===== config.mk =====
export PLATFORM = sky130hd
export DESIGN_NAME = phase_accumulator_flat
export DESIGN_NICKNAME = d
export VERILOG_FILES = /design/src/rtl/phase_accumulator_pkg.sv /design/src/rtl/phase_accumulator_if.sv /design/src/rtl/sample_tick_gen.sv /design/src/rtl/phase_accumulator.sv /design/src/flat_wrapper.sv
export SDC_FILE = /design/constraint.sdc
export NUM_CORES = 1
export LEC_CHECK = 0
export CORE_ASPECT_RATIO = 0.5
export CORE_MARGIN = 2
export CORE_UTILIZATION = 59
export CTS_BUF_LIST = sky130_fd_sc_hd__clkbuf_8
export DETAILED_ROUTE_END_ITERATION = 6
export PLACE_DENSITY = 0.94
export SKIP_CTS_REPAIR_TIMING = 1
export SYNTH_ARGS = -nofsm -noshare
export SYNTH_HDL_FRONTEND = slang
export SYNTH_SLANG_ARGS = --single-unit

===== constraint.sdc =====
create_clock -name clk -period 5.65 [get_ports clk]
set_input_delay 0.565 -clock clk [delete_from_list [all_inputs] [get_ports clk]]
set_output_delay 0.565 -clock clk [all_outputs]
set_load 0.01 [all_outputs]

===== src/rtl/phase_accumulator_pkg.sv =====
// Shared synth package: DDS state encoding and default sizing.
// Used by the phase accumulator and the sine LUT stage.
package phase_accumulator_pkg;

  localparam int unsigned ACC_BITS_DEF = 24;
  localparam int unsigned CLK_DIV_DEF  = 2268;

  typedef enum logic [1:0] {
    IDLE     = 2'd0,
    RUN      = 2'd1,
    STOPPING = 2'd2
  } state_t;

  // Divider counter width; a divide-by-1 still needs one bit.
  function automatic int unsigned cnt_width(
    input int unsigned div
  );
    return (div > 1) ? $clog2(div) : 1;
  endfunction

endpackage


===== src/rtl/phase_accumulator_if.sv =====
// Tuning-word valid/ready channel.
// master drives tw_data/tw_valid, slave returns tw_ready.
interface phase_accumulator_if #(
  parameter int unsigned W = 24
) ();

  logic [W-1:0] tw_data;
  logic         tw_valid;
  logic         tw_ready;

  modport master (
    output tw_data,
    output tw_valid,
    input  tw_ready
  );

  modport slave (
    input  tw_data,
    input  tw_valid,
    output tw_ready
  );

endinterface


===== src/rtl/sample_tick_gen.sv =====
// Sample-rate divider: counts 0..CLK_DIV-1, tick on the last count.
// Ports: clk, rst (async, active-high), tick (one-cycle pulse).
module sample_tick_gen
  import phase_accumulator_pkg::*;
#(
  parameter int unsigned CLK_DIV = CLK_DIV_DEF
) (
  input  logic clk,
  input  logic rst,
  output logic tick
);

  localparam int unsigned CW = cnt_width(CLK_DIV);
  localparam logic [CW-1:0] LAST = CW'(CLK_DIV - 1);

  logic [CW-1:0] cnt_q;
  logic [CW-1:0] cnt_d;

  always_comb begin
    cnt_d = cnt_q + CW'(1);
    if (cnt_q == LAST) begin
      cnt_d = '0;
    end
  end

  always_ff @(posedge clk or posedge rst) begin
    if (rst) begin
      cnt_q <= '0;
    end else begin
      cnt_q <= cnt_d;
    end
  end

  // Gated by rst so a divide-by-1 divider is still quiet in reset.
  assign tick = (cnt_q == LAST) && !rst;

endmodule


===== src/rtl/phase_accumulator.sv =====
// DDS phase accumulator with note FSM and double-buffered tuning word.
// Ports: clk, rst, tw (slave channel), note_on/off, accumulator, sample_tick, active.
module phase_accumulator
  import phase_accumulator_pkg::*;
#(
  parameter int unsigned ACCUMULATOR_BITS = ACC_BITS_DEF,
  parameter int unsigned CLK_DIV          = CLK_DIV_DEF
) (
  input  logic                        clk,
  input  logic                        rst,
  phase_accumulator_if.slave          tw,
  input  logic                        note_on,
  input  logic                        note_off,
  output logic [ACCUMULATOR_BITS-1:0] accumulator,
  output logic                        sample_tick,
  output logic                        active
);

  localparam int unsigned W = ACCUMULATOR_BITS;

  typedef logic [W-1:0] word_t;

  state_t state_q;
  state_t state_d;
  word_t  acc_q;
  word_t  acc_d;
  word_t  act_tw_q;
  word_t  act_tw_d;
  word_t  pend_q;
  word_t  pend_d;
  logic   pend_vld_q;
  logic   pend_vld_d;

  word_t  inc;
  logic [W:0] sum;
  logic   carry;
  logic   fire;
  logic   swap;
  logic   stop_hit;

  sample_tick_gen #(
    .CLK_DIV (CLK_DIV)
  ) u_tick (
    .clk  (clk),
    .rst  (rst),
    .tick (sample_tick)
  );

  // Word path: pending slot refills only when empty; it is
  // promoted on a tick and that tick already adds the new word.
  always_comb begin
    fire       = tw.tw_valid && !pend_vld_q;
    swap       = sample_tick && pend_vld_q;
    inc        = swap ? pend_q : act_tw_q;
    act_tw_d   = inc;
    pend_d     = fire ? tw.tw_data : pend_q;
    pend_vld_d = fire | (pend_vld_q & ~sample_tick);
    sum        = {1'b0, acc_q} + {1'b0, inc};
    carry      = sum[W];
  end

  // Stop on phase wrap (zero crossing) or on a dead word.
  assign stop_hit = sample_tick && (carry || (inc == '0));

  always_comb begin
    state_d = state_q;
    acc_d   = acc_q;
    unique case (state_q)
      IDLE: begin
        acc_d = '0;
        if (note_on && !note_off) begin
          state_d = RUN;
        end
      end
      RUN: begin
        if (sample_tick) begin
          acc_d = sum[W-1:0];
        end
        if (note_off) begin
          state_d = STOPPING;
        end
      end
      STOPPING: begin
        if (sample_tick) begin
          acc_d = sum[W-1:0];
        end
        if (note_on && !note_off) begin
          state_d = RUN;
        end else if (stop_hit) begin
          acc_d   = '0;
          state_d = IDLE;
        end
      end
      default: begin
        acc_d   = '0;
        state_d = IDLE;
      end
    endcase
  end

  always_ff @(posedge clk or posedge rst) begin
    if (rst) begin
      state_q    <= IDLE;
      acc_q      <= '0;
      act_tw_q   <= '0;
      pend_q     <= '0;
      pend_vld_q <= 1'b0;
    end else begin
      state_q    <= state_d;
      acc_q      <= acc_d;
      act_tw_q   <= act_tw_d;
      pend_q     <= pend_d;
      pend_vld_q <= pend_vld_d;
    end
  end

  assign tw.tw_ready  = !pend_vld_q;
  assign accumulator  = acc_q;
  assign active       = (state_q != IDLE);

endmodule


===== src/flat_wrapper.sv =====
// flat-port wrapper written by rule: the top's interface ports become plain ports
module phase_accumulator_flat import phase_accumulator_pkg::*;
#(
  parameter int unsigned ACCUMULATOR_BITS = ACC_BITS_DEF,
  parameter int unsigned CLK_DIV          = CLK_DIV_DEF
)
  (clk, rst, note_on, note_off, accumulator, sample_tick, active, tw_tw_data, tw_tw_valid, tw_tw_ready);
  phase_accumulator_if #(.W(24)) tw_i ();
  input  logic clk;
  input  logic rst;
  input  logic note_on;
  input  logic note_off;
  output logic [ACCUMULATOR_BITS-1:0] accumulator;
  output logic sample_tick;
  output logic active;
  input wire logic [$bits(tw_i.tw_data)-1:0] tw_tw_data;
  input wire logic [$bits(tw_i.tw_valid)-1:0] tw_tw_valid;
  output wire logic [$bits(tw_i.tw_ready)-1:0] tw_tw_ready;
  assign tw_i.tw_data = tw_tw_data;
  assign tw_i.tw_valid = tw_tw_valid;
  assign tw_tw_ready = tw_i.tw_ready;
  phase_accumulator #(.ACCUMULATOR_BITS(ACCUMULATOR_BITS), .CLK_DIV(CLK_DIV)) u_core (.clk(clk), .rst(rst), .tw(tw_i), .note_on(note_on), .note_off(note_off), .accumulator(accumulator), .sample_tick(sample_tick), .active(active));
endmodule

==> metrics.md <==
| Metric | Value |
|---|---|
| CTS tree | yes |
| Clk_lat worst skew | 370 ps |
| Slew @ Worst Pin | 1190 ps |
| Asr flop ratio synth | 100% |
| Top cells by area, synth | dfrtp_1 (44%), mux2_2 (11%), ha_1 (8.1%), a21oi_1 (3.6%), nor2_1 (3.4%) |
| Cell area after synthesis | 4970 sq um |
| Via density | 6.07 |
| Cells after Synth | 481 |
| Max IR drop VDD | 0.121 mV |
| Remaining antenna violation count | 0 |
| Final hold violation count | 0 |
| Diode count | 0 |
| Setup TNS | 0 ps |
| Tcrit/Tclk final | 86.6% |
| Initial Util | 61.5% |
| Yosys top cell by area | dfrtp_1 |
| Rel. slew slack | 20.2% |
| RSZ-0062 raised after global routing | false |
| Worst r2r path cells | 17 |
| Worst setup EP type | register |
| Die X-Extent | 134 microns |
| Syn_nets | 543 |
| CTS Root Cell | clkbuf_8 |
| Hold depth | 1 |
| Total Nets Final | 600 |
| Hold crit path type | reg -> reg |
| Largest net degree at the start of global routing | 89 |
| Die height | 68.9 microns |
| Syn. warnings | 0 |
| Synth Register Bits | 87 |
| Shortest period the worst path allows | 4890 ps |
| Port Buffer Count | 55 |
| I/O pin total | 56 |
| Initial antenna violation count | 0 |
| DR DRC count | 0 |
| Final GP Congestion | 0.912 |
| First-pass GRT wire length | 20.0 mm |
| Vias in the first global route | 3719 |
| Setup Skew | 5.77 ps |
| Post-synth cell types | 52 |
| WS Path Type | reg -> reg |
| Row cnt | 23 |
| First-pass DRT Iterations | 5 |
| Post-synth top flop | dfrtp_1 |
| CTS HTree Levels | 3 |
| Die footprint | 9220 sq um |
| CP startpoint kind | register |
| Final WL | 12.5 mm |
| Grt total ovfl | 0 |
| EDFF count, synth | 0 |
| Setup-failing EPs final | 0 |
| Layout cells sized above 1 | 16.8% |
| Part of the Yosys area used for sequential elements | 43.8% |
| Power, Total | 1270 uW |
| Cts bufs inserted | 9 |
| Area Overhead vs Synth | 17.2% |
| Util after Layout | 72.1% |
| Count leader, synth | dfrtp_1 |
| CP Max Fanout | 24 |
| Core ar. | 8090 sq um |
| Clock buffer depth | 2 |
| WP data arrival | 5140 ps |
| Max cap viols | 0 |
| Synth cell count leaders | dfrtp_1 (87), mux2_2 (48), nor2_1 (45), nand2_1 (43), a21oi_1 (36) |
| Clock transition at path regs | 90 ps |
| Post-synth top area share | 43.8% |
| Slew Viols, Final | 0 |
| Finished Cell Area | 5830 sq um |
| Vias | 3976 |
| Worst EP required | 5900 ps |
| Gr usage total | 29.0% |
| HPWL Detailed | 8.98 mm |
| Avg WL per Cell | 19.1 microns |
| Mean Syn Cell Area | 10.3 sq um |
| DP Area | 5630 sq um |
| Leak Pwr | 0.00265 uW |
| Max Freq | 204 MHz |
| Clock sinks | 87 |
| Fill cells | 545 |
| Initial DRC count | 374 |
| Status | finished, final reports clean |
| Power Dens Cells | 219 nW/um^2 |
| Reg2reg setup slack | 760 ps |
[placed cells by master (no fill, tap or decap), drive strengths merged, types with 2 or more instances in the layout]
cell,n
a21oi,46
nor4b,2
clkinv,2
nand2,43
nand2b,4
nor3b,3
clkdlybuf4s50,55
nor2b,7
o21ai,17
and2,3
o211ai,2
clkbuf,9
nand4,7
or3,4
dfrtp,87
xor2,13
nand3,10
mux2,48
a21o,8
or2,3
inv,16
o31a,2
clkinvlp,2
o32ai,2
a31oi,4
xnor2,9
nor3,5
o41ai,2
a211oi,5
ha,32
mux2i,6
nor4,12
nor2,46
buf,5
and3,6
o21a,2
[registers in the layout, indices dropped and copies added (netlist names)]
register and cells:
u_core.state_q 2, u_core.act_tw_q 24, u_core.u_tick.cnt_q 12, u_core.pend_q 24
u_core.pend_vld_q 1, u_core.accumulator 24
[report_power, final]
group | internal (uW) | leakage (uW) | switching [uW]
sequential | 646 | 0.00116 | 25.6
clock | 210 | 0.0000982 | 238
combinational | 69.9 | 0.00139 | 85.4
[worst max-delay path, cell delays in order (launching register included)]
cell	delay (ps)
dfrtp_1	400
ha_1	250
nand4_1	170
nor3_4	390
and3_1	520
mux2_2	270
ha_1	180
inv_1	70
fa_1	390
nor2b_1	260
o31ai_2	130
a211oi_2	300
o211ai_1	220
a211oi_1	480
nor2_2	120
o221ai_4	170
buf_4	350
nor2_1	90
[final timing paths]
check,to,start
worst max-delay path,u_core.accumulator[2],u_core.u_tick.cnt_q[0]
worst min-delay path,u_core.u_tick.cnt_q[0],u_core.u_tick.cnt_q[0]
worst max register to register,u_core.accumulator[2],u_core.u_tick.cnt_q[0]
worst min register to register,u_core.u_tick.cnt_q[0],u_core.u_tick.cnt_q[0]
max in group asynchronous,u_core.accumulator[9],rst
min in group asynchronous,u_core.u_tick.cnt_q[4],rst
[layer usage]
layer / share of wire, % / vias to the layer above / track usage, % / routed length, microns
met5: 0 / - / 0 / 0
li1: - / 1848 / - / -
met2: 44 / 169 / 44.9 / 5530
met3: 8.1 / 15 / 7.53 / 1010
met4: 1.4 / 0 / 8.78 / 177
met1: 46 / 1944 / 40.8 / 5800
[cell type report]
type,count,area [sq um],share of cell area (%)
inverters,14,53.8,0.923
clock inverters,7,78.8,1.35
flip-flops and latches,87,2180,37.4
repair buffers,60,588,10.1
multi-input cells,366,2670,45.7
clock buffers,9,124,2.13
well taps,112,140,2.40
[through the flow]
step | setup WS, ps | std cells | hold slack [ps]
detailed placement | 866 | 639 | 491
finish | 757 | 655 | 504
global route | 396 | 655 | 529
global placement | 1130 | 639 | 460
CTS | 831 | 655 | 504
floorplan | 79.4 | 481 | 447
[kinds of logic after synthesis]
logic type      share of synthesized area [%]
simple gates                             15.7
compound gates                           13.4
flops                                    43.8
mux                                      12.1
fa+ha+maj                                8.46
buf+inv                                  2.62
xor+xnor                                 3.88
(Power assumes the default switching activity.)
